[config.mk]
export PLATFORM = sky130hd
export DESIGN_NAME = mem_access_fsm_flat
export DESIGN_NICKNAME = d
export VERILOG_FILES = /design/src/rtl/mem_access_fsm_pkg.sv /design/src/rtl/mem_access_fsm_if.sv /design/src/rtl/mem_access_fsm_reg_sel_decode.sv /design/src/rtl/mem_access_fsm.sv /design/src/flat_wrapper.sv
export SDC_FILE = /design/constraint.sdc
export NUM_CORES = 1
export LEC_CHECK = 0
export CORE_MARGIN = 2
export CORE_UTILIZATION = 40
export CTS_CLUSTER_DIAMETER = 30
export DETAILED_ROUTE_END_ITERATION = 10
export PLACE_DENSITY = 0.67
export SLEW_MARGIN = 20
export SYNTH_ARGS = -nofsm -noshare
export SYNTH_HDL_FRONTEND = slang
export SYNTH_SLANG_ARGS = --single-unit
[constraint.sdc]
create_clock -name clk -period 2.2 [get_ports clk]
set_input_delay 0.33 -clock clk [delete_from_list [all_inputs] [get_ports clk]]
set_output_delay 0.33 -clock clk [all_outputs]
set_load 0.005 [all_outputs]
[src/rtl/mem_access_fsm_pkg.sv]
// Shared constants, state encoding and strobe bundle for the load/store sequencer.
// Field positions follow the 16-bit instruction layout: opcode, mode, data sel, address sel.
package mem_access_fsm_pkg;

  localparam logic [3:0] OP_LOAD      = 4'h4;
  localparam logic [3:0] OP_STORE     = 4'h5;
  localparam logic [3:0] MODE_PLAIN   = 4'h0;
  localparam logic [3:0] MODE_POSTINC = 4'h1;

  localparam int FIELD_W  = 4;
  localparam int OPC_LSB  = 12;
  localparam int MODE_LSB = 8;
  localparam int DSEL_LSB = 4;
  localparam int ASEL_LSB = 0;

  // Select field: bit 3 picks the bank (0 = G, 1 = P), bits 2:0 the index.
  localparam int SEL_BANK_BIT = 3;
  localparam int SEL_IDX_W    = 3;

  typedef enum logic [3:0] {
    S_IDLE     = 4'd0,
    S_ADDR     = 4'd1,
    S_DATA     = 4'd2,
    S_REQ      = 4'd3,
    S_WAIT_MFC = 4'd4,
    S_READ     = 4'd5,
    S_XFER     = 4'd6,
    S_INC      = 4'd7,
    S_DONE     = 4'd8,
    S_ERR      = 4'd9
  } state_e;

  typedef struct packed {
    logic busy;
    logic pc_inc;
    logic mar_en;
    logic mem_en;
    logic mem_rw;
    logic mdr_en_read;
    logic mdr_en_write;
    logic mdr_out;
    logic addr_inc;
    logic done;
    logic err;
  } strobe_t;

  function automatic logic [FIELD_W-1:0] field(input logic [15:0] instr, input int lsb);
    return instr[lsb +: FIELD_W];
  endfunction

endpackage

[src/rtl/mem_access_fsm_if.sv]
// Instruction handshake and datapath strobe bundle between a controller (master)
// and the sequencer (slave).
interface mem_access_fsm_if #(
  parameter int NUM_G = 4,
  parameter int NUM_P = 1
);

  logic             start;
  logic [15:0]      instr;
  logic             MFC;
  logic             busy;
  logic             PC_inc;
  logic             MAR_EN;
  logic             mem_EN;
  logic             mem_RW;
  logic             MDR_EN_read;
  logic             MDR_EN_write;
  logic             MDR_out;
  logic             addr_inc;
  logic [NUM_G-1:0] G_in;
  logic [NUM_G-1:0] G_out;
  logic [NUM_P-1:0] P_in;
  logic [NUM_P-1:0] P_out;
  logic             done;
  logic             err;

  modport master (
    output start, instr, MFC,
    input  busy, PC_inc, MAR_EN, mem_EN, mem_RW, MDR_EN_read, MDR_EN_write,
           MDR_out, addr_inc, G_in, G_out, P_in, P_out, done, err
  );

  modport slave (
    input  start, instr, MFC,
    output busy, PC_inc, MAR_EN, mem_EN, mem_RW, MDR_EN_read, MDR_EN_write,
           MDR_out, addr_inc, G_in, G_out, P_in, P_out, done, err
  );

endinterface

[src/rtl/mem_access_fsm_reg_sel_decode.sv]
// Turns a 4-bit register select plus load/drive enables into one-hot G/P vectors,
// flagging selects that point past the implemented register count.
module reg_sel_decode
  import mem_access_fsm_pkg::*;
#(
  parameter int NUM_G = 4,
  parameter int NUM_P = 1
) (
  input  logic [FIELD_W-1:0] i_sel,
  input  logic               i_in_en,
  input  logic               i_out_en,
  output logic [NUM_G-1:0]   o_g_in,
  output logic [NUM_G-1:0]   o_g_out,
  output logic [NUM_P-1:0]   o_p_in,
  output logic [NUM_P-1:0]   o_p_out,
  output logic               o_legal
);

  logic                 w_is_p;
  logic [SEL_IDX_W-1:0] w_idx;

  assign w_is_p  = i_sel[SEL_BANK_BIT];
  assign w_idx   = i_sel[SEL_IDX_W-1:0];
  assign o_legal = w_is_p ? (int'(w_idx) < NUM_P) : (int'(w_idx) < NUM_G);

  always_comb begin
    // NOTE: every output gets a default before the loops so no path leaves one unassigned (no latch).
    o_g_in  = '0;
    o_g_out = '0;
    o_p_in  = '0;
    o_p_out = '0;
    for (int i = 0; i < NUM_G; i++) begin
      if (!w_is_p && int'(w_idx) == i) begin
        o_g_in[i]  = i_in_en;
        o_g_out[i] = i_out_en;
      end
    end
    for (int i = 0; i < NUM_P; i++) begin
      if (w_is_p && int'(w_idx) == i) begin
        o_p_in[i]  = i_in_en;
        o_p_out[i] = i_out_en;
      end
    end
  end

endmodule

[src/rtl/mem_access_fsm.sv]
// Load/store sequencer: latches one memory instruction, walks the bus-transfer states,
// waits on MFC with a bounded timeout and reports completion or abort.
module mem_access_fsm
  import mem_access_fsm_pkg::*;
#(
  parameter int NUM_G   = 4,
  parameter int NUM_P   = 1,
  parameter int TIMEOUT = 15,
  parameter int CNT_W   = $clog2(TIMEOUT + 1)
) (
  input logic             clk,
  input logic             rst_n,
  mem_access_fsm_if.slave bus
);

  state_e           r_state;
  logic [15:0]      r_instr;
  logic [CNT_W-1:0] r_cnt;
  strobe_t          r_strb;
  logic [NUM_G-1:0] r_g_in, r_g_out;
  logic [NUM_P-1:0] r_p_in, r_p_out;

  state_e           w_state_nxt;
  logic [15:0]      w_instr_nxt;
  logic             w_is_store, w_postinc, w_legal;
  logic             w_data_in_en, w_data_out_en, w_addr_out_en;
  logic             w_data_legal, w_addr_legal;
  strobe_t          w_strb_nxt;
  logic [NUM_G-1:0] w_dg_in, w_dg_out, w_ag_in, w_ag_out;
  logic [NUM_P-1:0] w_dp_in, w_dp_out, w_ap_in, w_ap_out;

  // Outputs are registered from the next state, so the instruction they decode must
  // already be the one being accepted on the IDLE edge.
  assign w_instr_nxt = (r_state == S_IDLE && bus.start) ? bus.instr : r_instr;
  assign w_is_store  = field(w_instr_nxt, OPC_LSB) == OP_STORE;
  assign w_postinc   = field(w_instr_nxt, MODE_LSB) == MODE_POSTINC;
  assign w_legal     = (field(w_instr_nxt, OPC_LSB) == OP_LOAD || w_is_store)
                    && (field(w_instr_nxt, MODE_LSB) == MODE_PLAIN || w_postinc)
                    && w_data_legal && w_addr_legal;

  assign w_data_in_en  = (w_state_nxt == S_XFER);
  assign w_data_out_en = (w_state_nxt == S_DATA);
  assign w_addr_out_en = (w_state_nxt == S_ADDR);

  reg_sel_decode #(.NUM_G(NUM_G), .NUM_P(NUM_P)) u_data_sel (
    .i_sel    (field(w_instr_nxt, DSEL_LSB)),
    .i_in_en  (w_data_in_en),
    .i_out_en (w_data_out_en),
    .o_g_in   (w_dg_in),
    .o_g_out  (w_dg_out),
    .o_p_in   (w_dp_in),
    .o_p_out  (w_dp_out),
    .o_legal  (w_data_legal)
  );

  reg_sel_decode #(.NUM_G(NUM_G), .NUM_P(NUM_P)) u_addr_sel (
    .i_sel    (field(w_instr_nxt, ASEL_LSB)),
    .i_in_en  (1'b0),
    .i_out_en (w_addr_out_en),
    .o_g_in   (w_ag_in),
    .o_g_out  (w_ag_out),
    .o_p_in   (w_ap_in),
    .o_p_out  (w_ap_out),
    .o_legal  (w_addr_legal)
  );

  always_comb begin
    w_state_nxt = r_state;
    unique case (r_state)
      S_IDLE:     if (bus.start) w_state_nxt = w_legal ? S_ADDR : S_ERR;
      S_ADDR:     w_state_nxt = w_is_store ? S_DATA : S_REQ;
      S_DATA:     w_state_nxt = S_REQ;
      S_REQ:      w_state_nxt = S_WAIT_MFC;
      S_WAIT_MFC: begin
        if (bus.MFC) begin
          if (!w_is_store)    w_state_nxt = S_READ;
          else if (w_postinc) w_state_nxt = S_INC;
          else                w_state_nxt = S_DONE;
        end else if (r_cnt == CNT_W'(TIMEOUT - 1)) begin
          w_state_nxt = S_ERR;
        end
      end
      S_READ:     w_state_nxt = S_XFER;
      S_XFER:     w_state_nxt = w_postinc ? S_INC : S_DONE;
      S_INC:      w_state_nxt = S_DONE;
      S_DONE:     w_state_nxt = S_IDLE;
      S_ERR:      w_state_nxt = S_IDLE;
      default:    w_state_nxt = S_IDLE;
    endcase
  end

  always_comb begin
    w_strb_nxt      = '0;
    w_strb_nxt.busy = (w_state_nxt != S_IDLE);
    unique case (w_state_nxt)
      S_ADDR:            w_strb_nxt.mar_en       = 1'b1;
      S_DATA:            w_strb_nxt.mdr_en_write = 1'b1;
      S_REQ, S_WAIT_MFC: begin
        w_strb_nxt.mem_en = 1'b1;
        w_strb_nxt.mem_rw = w_is_store;
      end
      S_READ:            w_strb_nxt.mdr_en_read  = 1'b1;
      S_XFER:            w_strb_nxt.mdr_out      = 1'b1;
      S_INC:             w_strb_nxt.addr_inc     = 1'b1;
      S_DONE: begin
        w_strb_nxt.done   = 1'b1;
        w_strb_nxt.pc_inc = 1'b1;
      end
      S_ERR: begin
        w_strb_nxt.done   = 1'b1;
        w_strb_nxt.err    = 1'b1;
        w_strb_nxt.pc_inc = 1'b1;
      end
      default: ;
    endcase
  end

  always_ff @(posedge clk or negedge rst_n) begin
    if (!rst_n) begin
      r_state <= S_IDLE;
      r_instr <= '0;
      r_cnt   <= '0;
      r_strb  <= '0;
      r_g_in  <= '0;
      r_g_out <= '0;
      r_p_in  <= '0;
      r_p_out <= '0;
    end else begin
      // NOTE: non-blocking assignments so every register samples pre-edge values.
      r_state <= w_state_nxt;
      if (r_state == S_IDLE && bus.start) r_instr <= bus.instr;
      if (r_state == S_REQ)                          r_cnt <= '0;
      else if (r_state == S_WAIT_MFC && !bus.MFC)    r_cnt <= r_cnt + 1'b1;
      r_strb  <= w_strb_nxt;
      r_g_in  <= w_dg_in  | w_ag_in;
      r_g_out <= w_dg_out | w_ag_out;
      r_p_in  <= w_dp_in  | w_ap_in;
      r_p_out <= w_dp_out | w_ap_out;
    end
  end

  assign bus.busy         = r_strb.busy;
  assign bus.PC_inc       = r_strb.pc_inc;
  assign bus.MAR_EN       = r_strb.mar_en;
  assign bus.mem_EN       = r_strb.mem_en;
  assign bus.mem_RW       = r_strb.mem_rw;
  assign bus.MDR_EN_read  = r_strb.mdr_en_read;
  assign bus.MDR_EN_write = r_strb.mdr_en_write;
  assign bus.MDR_out      = r_strb.mdr_out;
  assign bus.addr_inc     = r_strb.addr_inc;
  assign bus.done         = r_strb.done;
  assign bus.err          = r_strb.err;
  assign bus.G_in         = r_g_in;
  assign bus.G_out        = r_g_out;
  assign bus.P_in         = r_p_in;
  assign bus.P_out        = r_p_out;

endmodule

[src/flat_wrapper.sv]
// flat-port wrapper written by rule: the top's interface ports become plain ports
module mem_access_fsm_flat import mem_access_fsm_pkg::*;
#(
  parameter int NUM_G   = 4,
  parameter int NUM_P   = 1,
  parameter int TIMEOUT = 15,
  parameter int CNT_W   = $clog2(TIMEOUT + 1)
)
  (clk, rst_n, bus_start, bus_instr, bus_MFC, bus_busy, bus_PC_inc, bus_MAR_EN, bus_mem_EN, bus_mem_RW, bus_MDR_EN_read, bus_MDR_EN_write, bus_MDR_out, bus_addr_inc, bus_G_in, bus_G_out, bus_P_in, bus_P_out, bus_done, bus_err);
  mem_access_fsm_if #(.NUM_G(NUM_G), .NUM_P(NUM_P)) bus_i ();
  input logic clk;
  input logic rst_n;
  input wire logic [$bits(bus_i.start)-1:0] bus_start;
  input wire logic [$bits(bus_i.instr)-1:0] bus_instr;
  input wire logic [$bits(bus_i.MFC)-1:0] bus_MFC;
  output wire logic [$bits(bus_i.busy)-1:0] bus_busy;
  output wire logic [$bits(bus_i.PC_inc)-1:0] bus_PC_inc;
  output wire logic [$bits(bus_i.MAR_EN)-1:0] bus_MAR_EN;
  output wire logic [$bits(bus_i.mem_EN)-1:0] bus_mem_EN;
  output wire logic [$bits(bus_i.mem_RW)-1:0] bus_mem_RW;
  output wire logic [$bits(bus_i.MDR_EN_read)-1:0] bus_MDR_EN_read;
  output wire logic [$bits(bus_i.MDR_EN_write)-1:0] bus_MDR_EN_write;
  output wire logic [$bits(bus_i.MDR_out)-1:0] bus_MDR_out;
  output wire logic [$bits(bus_i.addr_inc)-1:0] bus_addr_inc;
  output wire logic [$bits(bus_i.G_in)-1:0] bus_G_in;
  output wire logic [$bits(bus_i.G_out)-1:0] bus_G_out;
  output wire logic [$bits(bus_i.P_in)-1:0] bus_P_in;
  output wire logic [$bits(bus_i.P_out)-1:0] bus_P_out;
  output wire logic [$bits(bus_i.done)-1:0] bus_done;
  output wire logic [$bits(bus_i.err)-1:0] bus_err;
  assign bus_i.start = bus_start;
  assign bus_i.instr = bus_instr;
  assign bus_i.MFC = bus_MFC;
  assign bus_busy = bus_i.busy;
  assign bus_PC_inc = bus_i.PC_inc;
  assign bus_MAR_EN = bus_i.MAR_EN;
  assign bus_mem_EN = bus_i.mem_EN;
  assign bus_mem_RW = bus_i.mem_RW;
  assign bus_MDR_EN_read = bus_i.MDR_EN_read;
  assign bus_MDR_EN_write = bus_i.MDR_EN_write;
  assign bus_MDR_out = bus_i.MDR_out;
  assign bus_addr_inc = bus_i.addr_inc;
  assign bus_G_in = bus_i.G_in;
  assign bus_G_out = bus_i.G_out;
  assign bus_P_in = bus_i.P_in;
  assign bus_P_out = bus_i.P_out;
  assign bus_done = bus_i.done;
  assign bus_err = bus_i.err;
  mem_access_fsm #(.NUM_G(NUM_G), .NUM_P(NUM_P), .TIMEOUT(TIMEOUT), .CNT_W(CNT_W)) u_core (.clk(clk), .rst_n(rst_n), .bus(bus_i));
endmodule
# ---- Word-level counts from Yosys, hierarchy flattened
# Cells that the tools add are included.
# W data, S select, Z words.
dict set report totals {
  inputBits 20
  out_inout_bits 21
  register_bits 44
}
dict set report op_classes {
  eq_ne 26
  muxes 36
  magnitude_cmp 4
  add_sub_neg 1
  bitwise 2
  reduce_logical 28
}
# op n
set ops {}
lappend ops {{$eq A4 B3 Y1 const B} 10}
lappend ops {{$mux W4} 8}
lappend ops {{$pmux W4 S8} 1}
lappend ops {{$mux W1} 25}
lappend ops {{$eq A4 B2 Y1 const B} 4}
lappend ops {{$mux W16} 1}
lappend ops {{$logic_and A1 B1 Y1} 15}
lappend ops {{$eq A3 B3 Y1 const B} 4}
lappend ops {{$eq A4 B1 Y1 const B} 3}
lappend ops {{$eq A4 B4 Y1 const B} 3}
lappend ops {{$logic_not A4 Y1} 2}
lappend ops {{$eq A3 B2 Y1 const B} 2}
lappend ops {{$logic_not A3 Y1} 2}
lappend ops {{$lt A3 B1 Y1 const B} 2}
lappend ops {{$lt A3 B3 Y1 const B} 2}
lappend ops {{$add A4 B1 Y4 const B} 1}
lappend ops {{$or A4 B4 Y4} 1}
lappend ops {{$reduce_bool A4 Y1} 1}
lappend ops {{$reduce_or A2 Y1} 2}
lappend ops {{$logic_not A1 Y1} 3}
lappend ops {{$logic_or A1 B1 Y1} 2}
lappend ops {{$mux W2} 1}
lappend ops {{$reduce_bool A2 Y1} 1}
lappend ops {{$or A1 B1 Y1} 1}

# ---- Longest topological paths before layout
# Gate-level depths: netlist (run 1).
dict set report logic_depth {
  word_depth 14
  mapped_depth 9
}

# ---- Cells and area by module
# Synthesis (run 1) repeated with hierarchy kept, for this count alone.
dict set report unflattened {
  cells_unflattened 221
  area_unflattened_um2 2164.6
}
# mod n_inst area_per_inst_um2 cells_per_inst seq_area_each_um2
set modules_own_cells {}
lappend modules_own_cells {mem_access_fsm 1 1936.9 185 1101.1}
lappend modules_own_cells {reg_sel_decode 2 113.9 18 0.0}

# ---- Worst setup path after synthesis (run 1)
# OpenSTA, ideal clock, no wires.
dict set report synth_path {
  path_type {register to register}
  startpoint {register u_core.r_state[3]}
  endpoint {register u_core.r_strb (netlist bit u_core.bus.busy)}
  synth_period_minus_slack_ps 2344
  arrival_ps 2213
  setup_slack_ps -144
  stages_incl_launch_ff 8
  path_cell_list {dfrtp_1 or4_4 nor4_4 o21ai_2 a31o_1 or2_1 buf_2 or3_1}
}
# element line
set synth_rtl {}
lappend synth_rtl {{start, declared} mem_access_fsm.sv:16} ;# state_e r_state;
lappend synth_rtl {{start signal, assigned} mem_access_fsm.sv:130} ;# r_state <= w_state_nxt;
lappend synth_rtl {{end signal, assigned} mem_access_fsm.sv:134} ;# r_strb <= w_strb_nxt;
lappend synth_rtl {{end, declared} mem_access_fsm.sv:19} ;# strobe_t r_strb;

==> results of run 1 <==
area by class of cell:
cell class              count  area (µm²)
clock buffers               6        72.6
clock inverters             2        35.0
multi-input cells         130        1040
flip-flops and latches     44        1100
fillers                   425        1880
well taps                  70        87.6
repair buffers             98         853
inverters                   9        40.0
state kept, by name, summed over array words and instances (netlist names), 4 cells and up:
signal	flops
u_core.bus.G_in	4
u_core.bus.G_out	4
u_core.r_cnt	4
u_core.r_instr	16
u_core.r_state	4
Yosys cell counts (2+ instances only):
library cell / n / area share [%]
inv_1: 9 / 1.6
buf_2: 6 / 1.4
a21oi_1: 7 / 1.7
mux2_2: 11 / 5.9
nor4_1: 2 / 0.59
o211ai_1: 5 / 1.8
nand2_1: 10 / 1.8
or2_1: 3 / 0.89
mux2i_1: 7 / 3.3
or4_4: 2 / 1.1
nor4_4: 2 / 2.0
o21ai_0: 5 / 1.2
nand3_1: 7 / 1.7
dfrtp_1: 44 / 52
and2_1: 2 / 0.59
a211oi_1: 2 / 0.71
xnor2_1: 3 / 1.2
mux2_1: 2 / 1.1
or3_1: 3 / 0.89
nor3_1: 9 / 2.1
o211a_1: 2 / 0.95
ha_1: 2 / 1.2
and3_1: 2 / 0.59
nor2b_1: 2 / 0.59
nor2_1: 14 / 2.5
nand4_1: 2 / 0.59
or4_1: 3 / 1.1
logic make-up after synthesis:
kind of cell,Yosys count
flops,44
xor+xnor,3
compound gates,30
fa+ha+maj,2
mux,20
simple gates,75
buf+inv,17
per-stage QoR:
step	hold slack (ns)	utilization, %	power (W)
final	0.0992	63.2	0.00435
after global routing	0.164	63.2	0.00464
after CTS	0.129	60.5	0.00397
after detailed placement	0.457	57.4	0.00326
after global placement	0.445	57.4	0.00323
after floorplan	0.0344	-	0.00232
metal layers:
metal  share of wire, %  GRT usage [%]
met1                 47           23.7
met2                 49           31.3
met3                3.5           3.29
met4                1.2           6.00
met5                  0              0
final timing paths:
path	start	to	slack [ns]	cells past startpoint
worst max-delay path	u_core.r_state[0]$_DFF_PN0_	u_core.bus.mem_RW$_DFF_PN0_	-0.18	7
worst min-delay path	rst_n	u_core.r_instr[13]$_DFF_PN0_	0.1	1
worst max register to register	u_core.r_state[0]$_DFF_PN0_	u_core.bus.mem_RW$_DFF_PN0_	-0.18	7
worst min register to register	u_core.r_instr[12]$_DFF_PN0_	u_core.r_instr[12]$_DFF_PN0_	0.50	1
max in group asynchronous	rst_n	u_core.bus.mem_EN$_DFF_PN0_	1.48	2
min in group clk	bus_instr[12]	u_core.r_instr[12]$_DFF_PN0_	0.39	2
repair_timing:
item                                    CTS  global route
gates cloned                              0             1
buffers inserted                          3             6
gates resized for setup                   8            24
pin swaps                                 6             7
endpoints found under the setup margin   12            16
power by group:
| part | internal [W] | leakage [nW] | switching (W) |
|---|---|---|---|
| clock network | 0.000337 | 0.0552 | 0.000276 |
| registers | 0.00109 | 0.565 | 0.000130 |
| logic | 0.00138 | 0.830 | 0.00113 |
| total | 0.00281 | 1.45 | 0.00154 |
==> reports/results.ini, run 1 <==
[synth]
yosysWarnings = 0
synth_compound_area_share_pct = 9.93
muxShareOfSynthArea_pct = 10.2
synth_area_um2 = 2120
syn_area_per_cell_um2 = 11.1
synthAdderAreaFrac_pct = 1.18
seq_area_frac_synth_pct = 52.0
synthFlopType = dfrtp_1
synth_cells = 191
ys_ff_latch = 44
synth_top_family_by_area = simple AND/OR/NAND/NOR gates
synthArstFlopShare_pct = 100
synth_edf_count = 0
syn-num-nets = 213
ys_types = 50
synth-simple-area-share_pct = 21.8
synthXorXnorAreaFrac_pct = 1.24

[layout]
final_common_cell = buf_4
layout.nets = 310
drive_above_1_share_pct = 37.0
area_growth_pct = 52.6
n_antenna_cell = 0
post_layout_nonfiller_instances = 359
design_area_um2 = 3230
most-common-layout-cells = buf_4, dfrtp_1, clkdlybuf4s50_1

[power_and_ir_drop]
cellPowerDensity_nw_per_um2 = 1350
leakagePower_nw = 1.45
worst_ir_drop_vdd_mv = 0.662

[clocking]
cts-buffers-inserted = 5
clock_latency_ns = 0.30
cts_hold_buf = 0
cts_tree = done
clock-root-buffer = clkbuf_8
cts.sinks = 44
path_clk_slew_ns = 0.08
clock_path_buffers = 2
htree_num_levels = 2

[critical_path]
slowest_stage = or4_4
crit_top_cell = or4_4
critPathBufInv = 1
critPathTopFamily = simple AND/OR/NAND/NOR gates
startpoint_type = register
path_cells = or4_4, o211a_1, o21ai_2, buf_4, o211ai_1, or4_4, a21oi_2
cp-end-kind = register
critPathRequiredTime_ns = 2.43
crit_fanout = 4
crit_path_max_incr_delay_ns = 0.58
worstPathArrival_ns = 2.61
crit_type = reg2reg

[sta]
setup_violations = 11
maxSlewViolCount = 0
grt_setup_unrepaired = yes
layout_setup_ws_ns = -0.175
tns_ns = -1.32
period_share_pct = 108
relSlewSlack_pct = 48.9
clock_skew_ns = 0.00646
hold_violations = 0
tightestPinTransition_ns = 0.767
fin_crit_ns = 2.38
max_freq_mhz = 421

[floorplan]
rows = 26
fp.coreArea_um2 = 5110
io_pins = 41
start_util_pct = 41.4
die_h_um = 76.7
die_w_um = 76.7
dieArea_um2 = 5890

[grt]
grt_max_degree = 35
gr-usage-all-layers_pct = 18.4
grt_pass1_wl_mm = 8.62
grt.overflow.total = 0
grt_pass1_vias = 1842
antenna_found_initial = 0

[status]
violations = setup timing
status = finished, violations left

[drt]
wl_per_cell_um = 14.4
finalWirelength_mm = 5.18
vias = 1819
viasPerCell = 5.07
first_pass_iters = 4
remaining_drc_errors = 0
antenna_left = 0
drt_iter0_drc = 103

[placement]
place_congestion = 0.876
pre_cts_slack_ns = -0.504
port_buffers = 40
dp_hpwl_mm = 3.66
dpl.cell_count = 342
placed_cell_area_um2 = 2930

[flow_run]
maxCapViolations = 0

[min_path]
hold_path_class = in2async

(Power assumes the default switching activity.)
==> run 2: changes to the inputs <==
--- a/config.mk
+++ b/config.mk
@@ -5,12 +5,13 @@
 export SDC_FILE = /design/constraint.sdc
 export NUM_CORES = 1
 export LEC_CHECK = 0
+export CELL_PAD_IN_SITES_DETAIL_PLACEMENT = 0
+export CELL_PAD_IN_SITES_GLOBAL_PLACEMENT = 1
 export CORE_MARGIN = 2
-export CORE_UTILIZATION = 40
+export CORE_UTILIZATION = 36
 export CTS_CLUSTER_DIAMETER = 30
 export DETAILED_ROUTE_END_ITERATION = 10
-export PLACE_DENSITY = 0.67
-export SLEW_MARGIN = 20
+export PLACE_DENSITY_LB_ADDON = 0.1
 export SYNTH_ARGS = -nofsm -noshare
 export SYNTH_HDL_FRONTEND = slang
 export SYNTH_SLANG_ARGS = --single-unit
==> run 2 against run 1 <==
The flow still finishes with violations (setup timing). Count of clock-buffer cells in the layout is 1 lower. Cell area up 1.6%. Register-to-register slack about the same. Clock skew rose by 0.0039 ns. Sequential cell count unchanged. Largest power group unchanged.
==> reports/results.ini, run 2 (synthesized netlist as in run 1, its figures left out) <==
[status]
status = finished, violations left
violations = setup timing

[sta]
hold_violations = 0  ; unchanged
clock_skew_ns = 0.0103  ; +0.00386 ns
maxSlewViolCount = 0  ; unchanged
max_freq_mhz = 422  ; +0.23%
layout_setup_ws_ns = -0.170  ; +0.00551 ns
grt_setup_unrepaired = yes
setup_violations = 10  ; -1
tightestPinTransition_ns = 0.815  ; +0.0478 ns
period_share_pct = 108  ; -0.25 points
fin_crit_ns = 2.37  ; -0.00550 ns
relSlewSlack_pct = 45.7  ; -3.2 points

[layout]
regMostFlops = u_core.r_instr
area_growth_pct = 55.0
most-common-layout-cells = buf_4, dfrtp_1, clkdlybuf4s50_1
n_antenna_cell = 0  ; unchanged
final_common_cell = buf_4
design_area_um2 = 3280  ; +1.6%
largest_reg_flops = 16  ; unchanged
drive_above_1_share_pct = 39.0  ; +2.0 points
post_layout_nonfiller_instances = 364  ; +1.4%
fin_util_pct = 58.5  ; -4.7 points
layout.nets = 313  ; +0.97%

[drt]
vias = 1843  ; +1.3%
wl_per_cell_um = 14.8  ; +2.9%
viasPerCell = 5.06  ; about the same
drt_iter0_drc = 54  ; -48%
finalWirelength_mm = 5.40  ; +4.4%
first_pass_iters = 4  ; unchanged
remaining_drc_errors = 0  ; unchanged
antenna_left = 0  ; unchanged

[critical_path]
cp-end-kind = register
r2r_cells = 7  ; unchanged
crit_type = reg2reg
critPathRequiredTime_ns = 2.39  ; -0.04 ns
startpoint_type = register
crit_fanout = 3  ; -1
worstPathArrival_ns = 2.56  ; -0.05 ns

[clocking]
clock-root-buffer = clkbuf_8
cts-buffers-inserted = 5  ; unchanged
path_clk_slew_ns = 0.09  ; about the same
clock_latency_ns = 0.30  ; about the same
clock_path_buffers = 2  ; unchanged
htree_num_levels = 2  ; unchanged
cts_tree = done
cts.sinks = 44  ; unchanged

[power_and_ir_drop]
power.total_w = 0.00429  ; -1.2%
worst_ir_drop_vdd_mv = 0.655  ; -1.1%
leakagePower_nw = 1.49  ; +2.5%
cellPowerDensity_nw_per_um2 = 1310  ; -2.7%

[placement]
dpl.cell_count = 349  ; +2.0%
dp_hpwl_mm = 4.12  ; +12%
place_congestion = 0.841  ; -4.0%
placed_cell_area_um2 = 3000  ; +2.2%
port_buffers = 40  ; unchanged
pre_cts_slack_ns = -0.558  ; -0.0536 ns

[flow_run]
maxCapViolations = 0  ; unchanged

[grt]
grt_pass1_wl_mm = 9.02  ; +4.6%
grt_pass1_vias = 1916  ; +4.0%
antenna_found_initial = 0  ; unchanged
grt.overflow.total = 0  ; unchanged
gr-usage-all-layers_pct = 18.2  ; -0.24 points
grt_max_degree = 38  ; +8.6%

[floorplan]
die_w_um = 80.7  ; +5.1%
start_util_pct = 37.7  ; -3.7 points
fp.coreArea_um2 = 5610  ; +9.8%
die_h_um = 80.7  ; +5.1%
rows = 27  ; +3.8%
io_pins = 41  ; unchanged
dieArea_um2 = 6510  ; +11%

[min_path]
hold_path_class = in2async

run 2: area by class of cell:
| cell class | instances | area (µm²) |
|---|---|---|
| inverter | 9 | 33.8 |
| sequential | 44 | 1100 |
| clock inverter | 3 | 23.8 |
| fill | 472 | 2330 |
| clock buffer | 5 | 68.8 |
| tap | 72 | 90.1 |
| multi-input combinational | 130 | 1060 |
| timing repair buffer | 101 | 905 |
run 2: worst paths after layout:
kind | from | endpoint | slack, ns
max | u_core.r_state[3]$_DFF_PN0_ | u_core.bus.busy$_DFF_PN0_ | -0.17
min | rst_n | u_core.r_instr[9]$_DFF_PN0_ | 0.11
max reg2reg | u_core.r_state[3]$_DFF_PN0_ | u_core.bus.busy$_DFF_PN0_ | -0.17
min reg2reg | u_core.r_instr[12]$_DFF_PN0_ | u_core.r_instr[12]$_DFF_PN0_ | 0.52
max in group asynchronous | rst_n | u_core.r_instr[7]$_DFF_PN0_ | 1.47
min in group clk | bus_instr[12] | u_core.r_instr[12]$_DFF_PN0_ | 0.31
run 2: per-stage QoR:
stage               setup TNS [ns]  hold slack (ns)
floorplan                   -0.253           0.0344
global placement             -5.13            0.456
detailed placement           -5.80            0.476
CTS                          -1.55            0.145
global route                 -2.26            0.184
finish                       -1.25            0.114
run 2: what timing repair did:
item | CTS | global route
resized for setup | 8 | 25
pin swaps | 12 | 14
endpoints found under the setup margin | 11 | 14
setup buffers | 4 | 3
hold buffers | 0 | 0
run 2: routing by layer:
layer	GRT usage, %	vias to the layer above	wire, µm
met5	0	-	0
met4	5.76	0	104
met1	23.0	894	2400
li1	-	892	-
met3	3.37	12	191
met2	31.3	45	2710
run 2: critical path, cell delays in order, from the launching register on:
cell and delay (ns):
dfrtp_2 0.41, or4_4 0.56, o211a_1 0.23, o21ai_2 0.19, buf_4 0.14, o211ai_1 0.14, or2_1 0.28, or3_1 0.31
run 2: power breakdown:
| group | switching [W] | total [W] | internal [W] |
|---|---|---|---|
| logic | 0.00114 | 0.00254 | 0.00139 |
| registers | 0.000146 | 0.00124 | 0.00109 |
| clock network | 0.000292 | 0.000517 | 0.000225 |
==> run 3: changes to the inputs <==
==> constraint.sdc (replaced) <==
create_clock -name clk -period 2.1 [get_ports clk]
set_input_delay 0.315 -clock clk [delete_from_list [all_inputs] [get_ports clk]]
set_output_delay 0.315 -clock clk [all_outputs]
set_load 0.005 [all_outputs]
==> run 3 against run 2 <==
The flow still finishes with violations (setup timing). Clock skew about the same. Register-to-register slack worse by 0.19 ns. Clock power increased by 5.0%. Cell count rose by 4.7%. Sequential cell count is the same. Critical path type unchanged. Largest power group unchanged. Highest routed layer unchanged.
==> reports/results.ini, run 3 (synthesized netlist as in run 1, its figures left out) <==
[critical_path]
startpoint_type = register
crit_cells = 7  ; unchanged
critPathBufInv = 1  ; unchanged
critPathRequiredTime_ns = 2.27  ; -0.12 ns
slowest_stage = or4_4
crit_type = reg2reg
crit_fanout = 3  ; unchanged
critPathTopFamily = simple AND/OR/NAND/NOR gates
worstPathArrival_ns = 2.63  ; +0.07 ns
path_cells = or4_4, o211a_1, o21ai_2, buf_4, o211ai_1, or2_1, or3_1
crit_path_max_incr_delay_ns = 0.59  ; +0.03 ns
r2r_cells = 7  ; unchanged
cp-end-kind = register

[drt]
wl_met3_um = 200  ; +4.7%
top_layer = met4
wl_per_cell_um = 15.1  ; +1.7%
remaining_drc_errors = 0  ; unchanged
vias = 1894  ; +2.8%
wl_met1_mm = 2.41  ; +0.38%
route.met2.wl_mm = 3.09  ; +14%
first_pass_iters = 4  ; unchanged
antenna_left = 0  ; unchanged
drt_iter0_drc = 51  ; -5.6%
finalWirelength_mm = 5.76  ; +6.5%
viasPerCell = 4.97  ; -1.8%

[clocking]
cts_hold_buf = 0  ; unchanged
clock_latency_ns = 0.30  ; about the same
clock-root-buffer = clkbuf_8
cts.sinks = 44  ; unchanged
cts-buffers-inserted = 5  ; unchanged
clock_path_buffers = 2  ; unchanged
path_clk_slew_ns = 0.08  ; about the same
htree_num_levels = 2  ; unchanged
cts_tree = done

[placement]
placed_cell_area_um2 = 3000  ; unchanged
dp_hpwl_mm = 4.11  ; -0.24%
port_buffers = 40  ; unchanged
dpl.cell_count = 352  ; +0.86%
place_congestion = 0.790  ; -6.1%

[power_and_ir_drop]
cellPowerDensity_nw_per_um2 = 1420  ; +8.1%
worst_ir_drop_vdd_mv = 0.622  ; -5.0%
leakagePower_nw = 1.60  ; +7.9%
power.total_w = 0.00497  ; +16%

[layout]
most-common-layout-cells = buf_4, dfrtp_1, clkdlybuf4s50_1
largest_reg_flops = 16  ; unchanged
n_antenna_cell = 0  ; unchanged
final.fill_count = 475  ; +0.64%
final_common_cell = buf_4
regMostFlops = u_core.r_instr
area_growth_pct = 66.0
layout.nets = 330  ; +5.4%
drive_above_1_share_pct = 46.0  ; +6.9 points
design_area_um2 = 3510  ; +7.1%
post_layout_nonfiller_instances = 381  ; +4.7%

[floorplan]
dieArea_um2 = 6510  ; unchanged
start_util_pct = 37.7  ; unchanged
die_w_um = 80.7  ; unchanged
rows = 27  ; unchanged
io_pins = 41  ; unchanged
fp.coreArea_um2 = 5610  ; unchanged
die_h_um = 80.7  ; unchanged

[sta]
setup_violations = 12  ; +2
tightestPinTransition_ns = 0.551  ; -0.264 ns
max_freq_mhz = 406  ; -3.7%
clock_skew_ns = 0.0102  ; -0.000141 ns
hold_violations = 0  ; unchanged
layout_setup_ws_ns = -0.362  ; -0.192 ns
maxSlewViolCount = 0  ; unchanged
grt_setup_unrepaired = yes
period_share_pct = 117  ; +9.5 points
fin_crit_ns = 2.46  ; +0.0918 ns
relSlewSlack_pct = 62.2  ; +17 points

[grt]
grt_pass1_vias = 1988  ; +3.8%
grt_pass1_wl_mm = 9.29  ; +3.0%
grt_max_degree = 45  ; +18%
gr-usage-all-layers_pct = 18.8  ; +0.62 points
antenna_found_initial = 0  ; unchanged
grt.overflow.total = 0  ; unchanged

[flow_run]
maxCapViolations = 0  ; unchanged

[status]
violations = setup timing
status = finished, violations left

[min_path]
hold_path_class = in2async

run 3: cell count changes in the layout (fill, tap and decap cells not counted), moves of 2 or more:
cell / before / now
clkinv_2: 0 / 2
mux2i_4: 0 / 2
buf_12: 2 / 0
clkinvlp_4: 2 / 0
mux2i_1: 7 / 4
buf_4: 54 / 61
buf_6: 5 / 17
inv_1: 8 / 6
run 3: final timing paths:
| check | slack, ns | startpoint | to |
|---|---|---|---|
| worst max-delay path | -0.36 | u_core.r_state[3]$_DFF_PN0_ | u_core.bus.busy$_DFF_PN0_ |
| max in group asynchronous | 1.62 | rst_n | u_core.r_state[3]$_DFF_PN0_ |
| worst max register to register | -0.36 | u_core.r_state[3]$_DFF_PN0_ | u_core.bus.busy$_DFF_PN0_ |
| worst min register to register | 0.51 | u_core.r_instr[14]$_DFF_PN0_ | u_core.r_instr[14]$_DFF_PN0_ |
| worst min-delay path | 0.09 | rst_n | u_core.r_cnt[0]$_DFFE_PN0P_ |
| min in group clk | 0.32 | bus_instr[12] | u_core.r_instr[12]$_DFF_PN0_ |
run 3: per-layer routing:
layer / vias up / global-route usage, %
met3: 6 / 3.82
met2: 39 / 34.5
met4: 0 / 5.08
li1: 919 / -
met5: - / 0
met1: 930 / 22.1
run 3: worst register-to-register path, stage by stage, from the launching register on:
cell and delay (ns):
dfrtp_2 0.41, or4_4 0.59, o211a_1 0.25, o21ai_2 0.20, buf_4 0.15, o211ai_1 0.13
or2_1 0.29, or3_1 0.33
run 3: where the power goes:
group | switching, W | total (W) | internal, W
combinational | 0.00136 | 0.00312 | 0.00176
clock | 0.000280 | 0.000543 | 0.000263
sequential | 0.000159 | 0.00131 | 0.00115
total | 0.00180 | 0.00497 | 0.00317
run 3: area by class of cell:
type                    count  area, µm²  share of cell area [%]
clock buffers               6       82.6                    2.35
clock inverters             2       10.0                   0.285
inverters                   9       48.8                    1.39
multi-input cells         130       1120                    32.0
flip-flops and latches     44       1100                    31.4
well taps                  72       90.1                    2.57
repair buffers            118       1050                    30.0
run 3: stage by stage:
| stage | worst slack (ns) | hold slack (ns) | util [%] | setup TNS (ns) |
|---|---|---|---|---|
| after floorplan | -0.232 | 0.0194 | - | -0.808 |
| after global placement | -0.583 | 0.415 | 53.5 | -7.18 |
| after detailed placement | -0.651 | 0.421 | 53.5 | -7.95 |
| after CTS | -0.307 | 0.0978 | 59.1 | -2.46 |
| after global routing | -0.417 | 0.139 | 62.6 | -3.80 |
| final | -0.362 | 0.0858 | 62.6 | -2.82 |
run 3: timing repair:
action,CTS,global route
pin swaps,17,26
setup buffers,12,11
resized for setup,32,35
hold endpoints to repair,0,0
setup endpoints to repair,17,21
